$ cat config.mk
export PLATFORM = sky130hd
export DESIGN_NAME = simple_pe
export DESIGN_NICKNAME = d
export VERILOG_FILES = /design/src/rtl/simple_pe.sv
export SDC_FILE = /design/constraint.sdc
export NUM_CORES = 1
export LEC_CHECK = 0
export CAP_MARGIN = 25
export CORE_UTILIZATION = 50
export CTS_BUF_LIST = sky130_fd_sc_hd__clkbuf_8 sky130_fd_sc_hd__clkbuf_16
export DETAILED_ROUTE_END_ITERATION = 8
export DONT_BUFFER_PORTS = 1
export PLACE_DENSITY_LB_ADDON = 0.1
export SKIP_LAST_GASP = 1
export SYNTH_ARGS = -nofsm -noshare
export SYNTH_HDL_FRONTEND = slang
export SYNTH_SLANG_ARGS = --single-unit
$ cat constraint.sdc
create_clock -name clk -period 7 [get_ports clk]
set_clock_uncertainty 0.15 [all_clocks]
set_input_delay 1.4 -clock clk [delete_from_list [all_inputs] [get_ports clk]]
set_output_delay 1.4 -clock clk [all_outputs]
set_load 0.01 [all_outputs]
$ cat src/rtl/simple_pe.sv
// Signed multiply-accumulate cell with a saturating accumulator and a sticky overflow flag.
// One MAC per clock, no pipelining. Reset is synchronous and active-low.
module simple_pe #(
  parameter int unsigned DATA_WIDTH = 8,
  parameter int unsigned ACC_WIDTH  = 16
) (
  input  logic                  clk,
  input  logic                  i_reset,
  input  logic [DATA_WIDTH-1:0] i_a,
  input  logic [DATA_WIDTH-1:0] i_b,
  input  logic                  i_enable,
  input  logic                  i_clear,
  output logic [ACC_WIDTH-1:0]  o_result,
  output logic                  o_overflow
);

  localparam int unsigned PROD_WIDTH = 2 * DATA_WIDTH;
  localparam int unsigned SUM_WIDTH  = ACC_WIDTH + 1;

  // Saturation bounds held one bit wider so they compare directly against the sum.
  localparam logic signed [SUM_WIDTH-1:0] ACC_MAX_EXT = {2'b00, {(ACC_WIDTH-1){1'b1}}};
  localparam logic signed [SUM_WIDTH-1:0] ACC_MIN_EXT = {2'b11, {(ACC_WIDTH-1){1'b0}}};

  logic signed [ACC_WIDTH-1:0]  acc;
  logic                         overflow;
  logic signed [PROD_WIDTH-1:0] prod;
  logic signed [SUM_WIDTH-1:0]  sum;
  logic signed [ACC_WIDTH-1:0]  acc_next;
  logic                         overflow_next;

  // Full-precision product and one-bit-wider sum, then clamp to the accumulator range.
  always_comb begin
    prod          = PROD_WIDTH'($signed(i_a)) * PROD_WIDTH'($signed(i_b));
    sum           = SUM_WIDTH'(acc) + SUM_WIDTH'(prod);
    acc_next      = sum[ACC_WIDTH-1:0];
    overflow_next = overflow;
    if (sum > ACC_MAX_EXT) begin
      acc_next      = ACC_MAX_EXT[ACC_WIDTH-1:0];
      overflow_next = 1'b1;
    end else if (sum < ACC_MIN_EXT) begin
      acc_next      = ACC_MIN_EXT[ACC_WIDTH-1:0];
      overflow_next = 1'b1;
    end
  end

  // Reset beats clear beats enable; clear never loads the product.
  always_ff @(posedge clk) begin
    if (!i_reset) begin
      acc      <= '0;
      overflow <= 1'b0;
    end else if (i_clear) begin
      acc      <= '0;
      overflow <= 1'b0;
    end else if (i_enable) begin
      acc      <= acc_next;
      overflow <= overflow_next;
    end
  end

  assign o_result   = acc;
  assign o_overflow = overflow;

endmodule

==> metrics.md, run 1 <==
| Metric | Value |
|---|---|
| Netlist Area Pre-Place | `slightly below 0.004 mm²` |
| DR iter-0 viols | `105` |
| Routability-driven placement congestion ratio | `around 0.77` |
| Hold crit path type | `reg2reg` |
| Synth Flop Type | `dfxtp_1` |
| R2r endpoint | `o_result[0]` |
| Yosys top cell by area | `fa_1` |
| CP required | `6.98 ns` |
| Post-CTS Resized | `0` |
| Synth cell types | `39` |
| R2R setup slack | `1.55 ns` |
| Setup violators final | `0` |
| TritonCTS clock tree | `built` |
| Fin crit share | `0.909` |
| Post-synth top area share | `0.391` |
| Commonest non-fill, non-tap cell in the layout | `inv_1` |
| Unrepaired setup endpoints after global routing | `false` |
| Worst Setup SP | `i_b[7]` |
| WL/cell | `~15 µm` |
| Critical Path End Type | `flop` |
| Top delay family on crit path | `adder cells` |
| TritonCTS buffer count | `3` |
| P&R area growth vs syn | `3.89%` |
| Routed Antenna Nets | `0` |
| CP Buf/Inv Count | `2` |
| CP arrival | `6.34 ns` |
| Die area | `between 0.008 and 0.009 mm²` |
| Clock-pin transition on the worst setup and hold timing paths | `0.07 ns` |
| # Post-CTS Setup Buffers | `0` |
| Commonest non-fill, non-tap cells in the layout | `inv_1 (82), fa_1 (76), ha_1 (39), and2_1 (32), nand2_1 (31)` |
| Overall Global Routing Usage | `0.203` |
| Status | `completed` |
| Max-Cap Viols | `0` |
| Largest net degree at the start of global routing | `33` |
| CORE AREA | `0.00741 mm²` |
| Antenna diode count | `0` |
| Worst-margin pin slew | `0.556 ns` |
| Relative slew slack | `0.629` |
| CP peak stage delay | `0.60 ns` |
| Vias per inst | `5.06` |
| CTS HTree Levels | `1` |
| Share of post-route cells with drive strength above 1 | `0.0571` |
| Mean post-synth cell area | `9.64 µm²` |
| FF-to-FF path depth | `17` |
| DRC viols | `0` |
| CTS Root Cell | `clkbuf_8` |
| Worst path slowest cell | `fa_1` |
| RR Startpoint | `o_result[6]` |
| Die height | `90.2 µm` |
| Drt pass-1 iters | `4` |
| CP cell instances | `clkinv_1, fa_1, inv_1, fa_1, fa_1, fa_1, fa_1, ha_1, a2111oi_4, o211ai_2, and3_4, a41oi_4, xor2_4, maj3_2, a211oi_2` |
| Final hold vios | `0` |
| Async set-reset flop share out of synthesis | `0` |
| Worst Setup EP | `o_result[0]` |
| Initial Util | `0.526` |
| Synth warn | `0` |
| Row Count | `31` |
| DRT Wirelength | `7.49 mm` |
| # clock sinks | `17` |
| Dpl hpwl | `6.66 mm` |
| Kind of start point of the critical path | `input port` |
| Syn nets | `539` |
| CP Depth | `15` |
| Top cell by count, worst path | `fa_1` |
| Final min period | `6.36 ns` |
| Seq/Total Area, Yosys | `0.0874` |
| Routed via count | `2539` |
| Vias in the first global route | `2656` |
| Syn Inst Count | `404` |
| IO Count | `37` |
| Setup TNS Final | `0 ns` |
| Antenna violations before repair | `0` |
| Ranking of synthesized cells by area | `fa_1 (39%), ha_1 (13%), dfxtp_1 (8.7%)` |
| Nets | `539` |
| CP Class | `in2reg` |
| Die X | `90.2 µm` |
| Final Slew Violations | `0` |
| Input/output buffers | `0` |
| Post-synth EDFFs | `0` |
| GRT overflow | `0` |
| Fmax achieved | `0.157 GHz` |
| Worst-path fanout max | `16` |
| First-pass GRT wire length | `roughly 13 mm` |
| Register bit count reported by yosys | `17` |
| Clock latency on the worst-skew pair | `0.25 ns` |
| Max clock buf depth | `2` |
| Hold_buf cts | `0` |
-- sequential cells by signal, indices dropped and copies added, names as in the netlist --
name	flops
o_result	16
o_overflow	1
-- stage by stage --
step	area, µm²	setup slack, ns	hold slack [ns]	std cells	util
after CTS	4050	0.626	0.349	502	0.546
after global routing	4050	0.380	0.362	502	0.546
after global placement	4000	0.428	0.338	498	0.540
after floorplan	3890	0.395	0.322	404	-
after detailed placement	4000	0.366	0.341	498	0.540
final	4050	0.636	0.353	502	0.546
-- worst min-delay path by stage --
stage / endpoint / cells after the start / slack (ns) / start
2_1_floorplan: o_overflow / 2 / 0.32 / o_overflow
3_3_place_gp: o_overflow / 2 / 0.34 / o_overflow
3_5_place_dp: o_overflow / 2 / 0.34 / o_overflow
4_1_cts: o_overflow / 2 / 0.35 / o_overflow
5_1_grt: o_overflow / 2 / 0.36 / o_overflow
6_report: o_overflow / 2 / 0.35 / o_overflow
-- synthesized netlist by cell type, types with 3 or more instances --
cell type / instances
a211oi_1: 5
a211oi_2: 4
a21o_1: 3
a21oi_1: 17
and2_1: 32
clkbuf_1: 5
dfxtp_1: 17
fa_1: 76
ha_1: 39
inv_1: 82
maj3_1: 12
maj3_2: 3
nand2_1: 31
nand2b_1: 5
nor2_1: 23
o21a_1: 3
o21ai_0: 9
o21ai_1: 4
xnor2_1: 8
xor2_1: 7
-- cells by family after synthesis --
family                   Yosys count  share of synthesized area
flip-flops                        17                     0.0874
adder cells (fa/ha/maj)          130                      0.556
XOR/XNOR                          17                     0.0450
AND/OR/NAND/NOR                   96                      0.121
buffers and inverters             91                     0.0906
multiplexers                       1                    0.00257
AO/OA/AOI/OAI                     52                     0.0983
-- final cells by class --
type / count / area, µm²
Timing Repair Buffer: 3 / 22.5
Sequential cell: 17 / 340
Clock inverter: 1 / 5.00
Clock buffer: 3 / 41.3
Multi-Input combinational cell: 296 / 3200
Tap cell: 99 / 124
Fill cell: 702 / 3360
Inverter: 83 / 312
-- tightest hold or removal path, stage by stage (launching register included) --
cell and delay (ns):
dfxtp_1 0.34, nand2_1 0.07, o21ai_1 0.05
-- routing by layer --
metal	vias to the layer above	track usage	wire, µm
met5	-	0	0
met1	1234	0.303	3730
li1	1254	-	-
met2	45	0.323	3410
met3	6	0.0195	258
met4	0	0.0390	87
Power of run 1 is left out: the tool's default activity adds up to more than one toggle a clock period on the data nets, which glitch-free logic cannot reach.
==> run 2, diff against run 1 <==
--- a/config.mk
+++ b/config.mk
@@ -6,6 +6,8 @@
 export NUM_CORES = 1
 export LEC_CHECK = 0
 export CAP_MARGIN = 25
+export CELL_PAD_IN_SITES_DETAIL_PLACEMENT = 1
+export CELL_PAD_IN_SITES_GLOBAL_PLACEMENT = 1
 export CORE_UTILIZATION = 50
 export CTS_BUF_LIST = sky130_fd_sc_hd__clkbuf_8 sky130_fd_sc_hd__clkbuf_16
 export DETAILED_ROUTE_END_ITERATION = 8
==> metrics.md, run 2 (same netlist as run 1, synthesis figures left out) <==
| Metric | Value |
|---|---|
| Vias per inst | `5.30 (+4.8%)` |
| Worst-margin pin slew | `0.668 ns (+0.112 ns)` |
| Setup TNS Final | `0 ns (unchanged)` |
| Routability-driven placement congestion ratio | `0.801 (+4.3%)` |
| Worst path slowest cell | `fa_1` |
| Antenna violations before repair | `0 (unchanged)` |
| DR iter-0 viols | `74 (-30%)` |
| Routed Antenna Nets | `0 (unchanged)` |
| WL/cell | `17.1 µm (+14%)` |
| GRT overflow | `0 (unchanged)` |
| Dpl ws | `0.337 ns (-0.0290 ns)` |
| Critical Path End Type | `flop` |
| CP peak stage delay | `0.60 ns (about the same)` |
| Status | `completed` |
| Antenna diode count | `0 (unchanged)` |
| Worst-path fanout max | `16 (unchanged)` |
| Input/output buffers | `0 (unchanged)` |
| Fin crit share | `0.910 (about the same)` |
| Relative slew slack | `0.554 (-0.0751)` |
| Largest net degree at the start of global routing | `33 (unchanged)` |
| Dpl hpwl | `7.58 mm (+14%)` |
| Routed via count | `2660 (+4.8%)` |
| Final min period | `6.37 ns (+0.00628 ns)` |
| CTS Root Cell | `clkbuf_8` |
| # Post-CTS Setup Buffers | `0 (unchanged)` |
| Die area | `0.00814 mm² (unchanged)` |
| CP arrival | `6.34 ns (about the same)` |
| Clock-pin transition on the worst setup and hold timing paths | `0.07 ns (about the same)` |
| Max-Cap Viols | `0 (unchanged)` |
| DRT Wirelength | `8.57 mm (+14%)` |
| Clock latency on the worst-skew pair | `0.25 ns (about the same)` |
| Commonest non-fill, non-tap cell in the layout | `inv_1` |
| Share of post-route cells with drive strength above 1 | `0.0546 (-0.00248)` |
| CP required | `6.97 ns (about the same)` |
| Overall Global Routing Usage | `0.232 (+0.0294)` |
| Final hold vios | `0 (unchanged)` |
| CORE AREA | `0.00741 mm² (unchanged)` |
| Initial Util | `0.526 (unchanged)` |
| CTS HTree Levels | `1 (unchanged)` |
| CP cell instances | `clkinv_1, fa_1, inv_1, fa_1, fa_1, fa_1, fa_1, ha_1, a2111oi_4, o211ai_2, and3_4, a41oi_4, xor2_4, maj3_2, a211oi_2` |
| Post-CTS Resized | `0 (unchanged)` |
| Die X | `90.2 µm (unchanged)` |
| Drt pass-1 iters | `4 (unchanged)` |
| Top cell by count, worst path | `fa_1` |
| Final Slew Violations | `0 (unchanged)` |
| TritonCTS clock tree | `built` |
| Die height | `90.2 µm (unchanged)` |
| Final WS setup | `0.629 ns (-0.00628 ns)` |
| CP Class | `in2reg` |
| IO Count | `37 (unchanged)` |
| P&R area growth vs syn | `3.86% (about the same)` |
| Vias in the first global route | `2988 (+13%)` |
| Hold crit path type | `reg2reg` |
| TritonCTS buffer count | `3 (unchanged)` |
| Max clock buf depth | `2 (unchanged)` |
| Row Count | `31 (unchanged)` |
| Setup violators final | `0 (unchanged)` |
| DRC viols | `0 (unchanged)` |
| # clock sinks | `17 (unchanged)` |
| Max FFs per register | `16 (unchanged)` |
| Hold_buf cts | `0 (unchanged)` |
| Fmax achieved | `0.157 GHz (about the same)` |
| Commonest non-fill, non-tap cells in the layout | `inv_1 (83), fa_1 (76), ha_1 (39), and2_1 (32), nand2_1 (31)` |
| Nets | `539 (unchanged)` |
| First-pass GRT wire length | `14.9 mm (+12%)` |
| Unrepaired setup endpoints after global routing | `false` |
| Kind of start point of the critical path | `input port` |
run 2: layout make-up:
cell class                      instances  area [µm²]
Clock buffer                            3        41.3
Multi-Input combinational cell        296        3200
Clock inverter                          1        3.75
Tap cell                               99         124
Timing Repair Buffer                    3        22.5
Fill cell                             848        3360
Sequential cell                        17         340
Inverter                               83         312
run 2: final timing paths:
path                             startpoint          end  slack, ns  cells after the start
worst min register to register   o_overflow   o_overflow       0.35                      2
worst max-delay path                 i_b[7]  o_result[0]       0.63                     15
worst min-delay path             o_overflow   o_overflow       0.35                      2
worst max register to register  o_result[6]  o_result[0]       1.49                     17
run 2: critical path, delay by kind of cell:
family | cells | cell delay [ns]
adder cells (fa/ha/maj) | 7 | 3.20
AO/OA/AOI/OAI | 4 | 0.82
XOR/XNOR | 1 | 0.46
buffers and inverters | 2 | 0.26
AND/OR/NAND/NOR | 1 | 0.20
run 2: through the flow:
step	area (µm²)	hold slack (ns)	instances	util
after floorplan	3890	0.322	404	-
after global placement	4000	0.334	498	0.540
after detailed placement	4000	0.349	498	0.540
after CTS	4040	0.358	502	0.546
after global routing	4040	0.377	502	0.546
final	4040	0.355	502	0.546
run 2: routing by layer:
layer | vias to the layer above | GRT usage | share of wire
met3 | 2 | 0.0288 | 0.031
met5 | - | 0 | 0
met4 | 0 | 0.00403 | 0.0011
met1 | 1373 | 0.296 | 0.42
li1 | 1252 | - | -
met2 | 33 | 0.443 | 0.55
Power of run 2 is left out for the same reason.
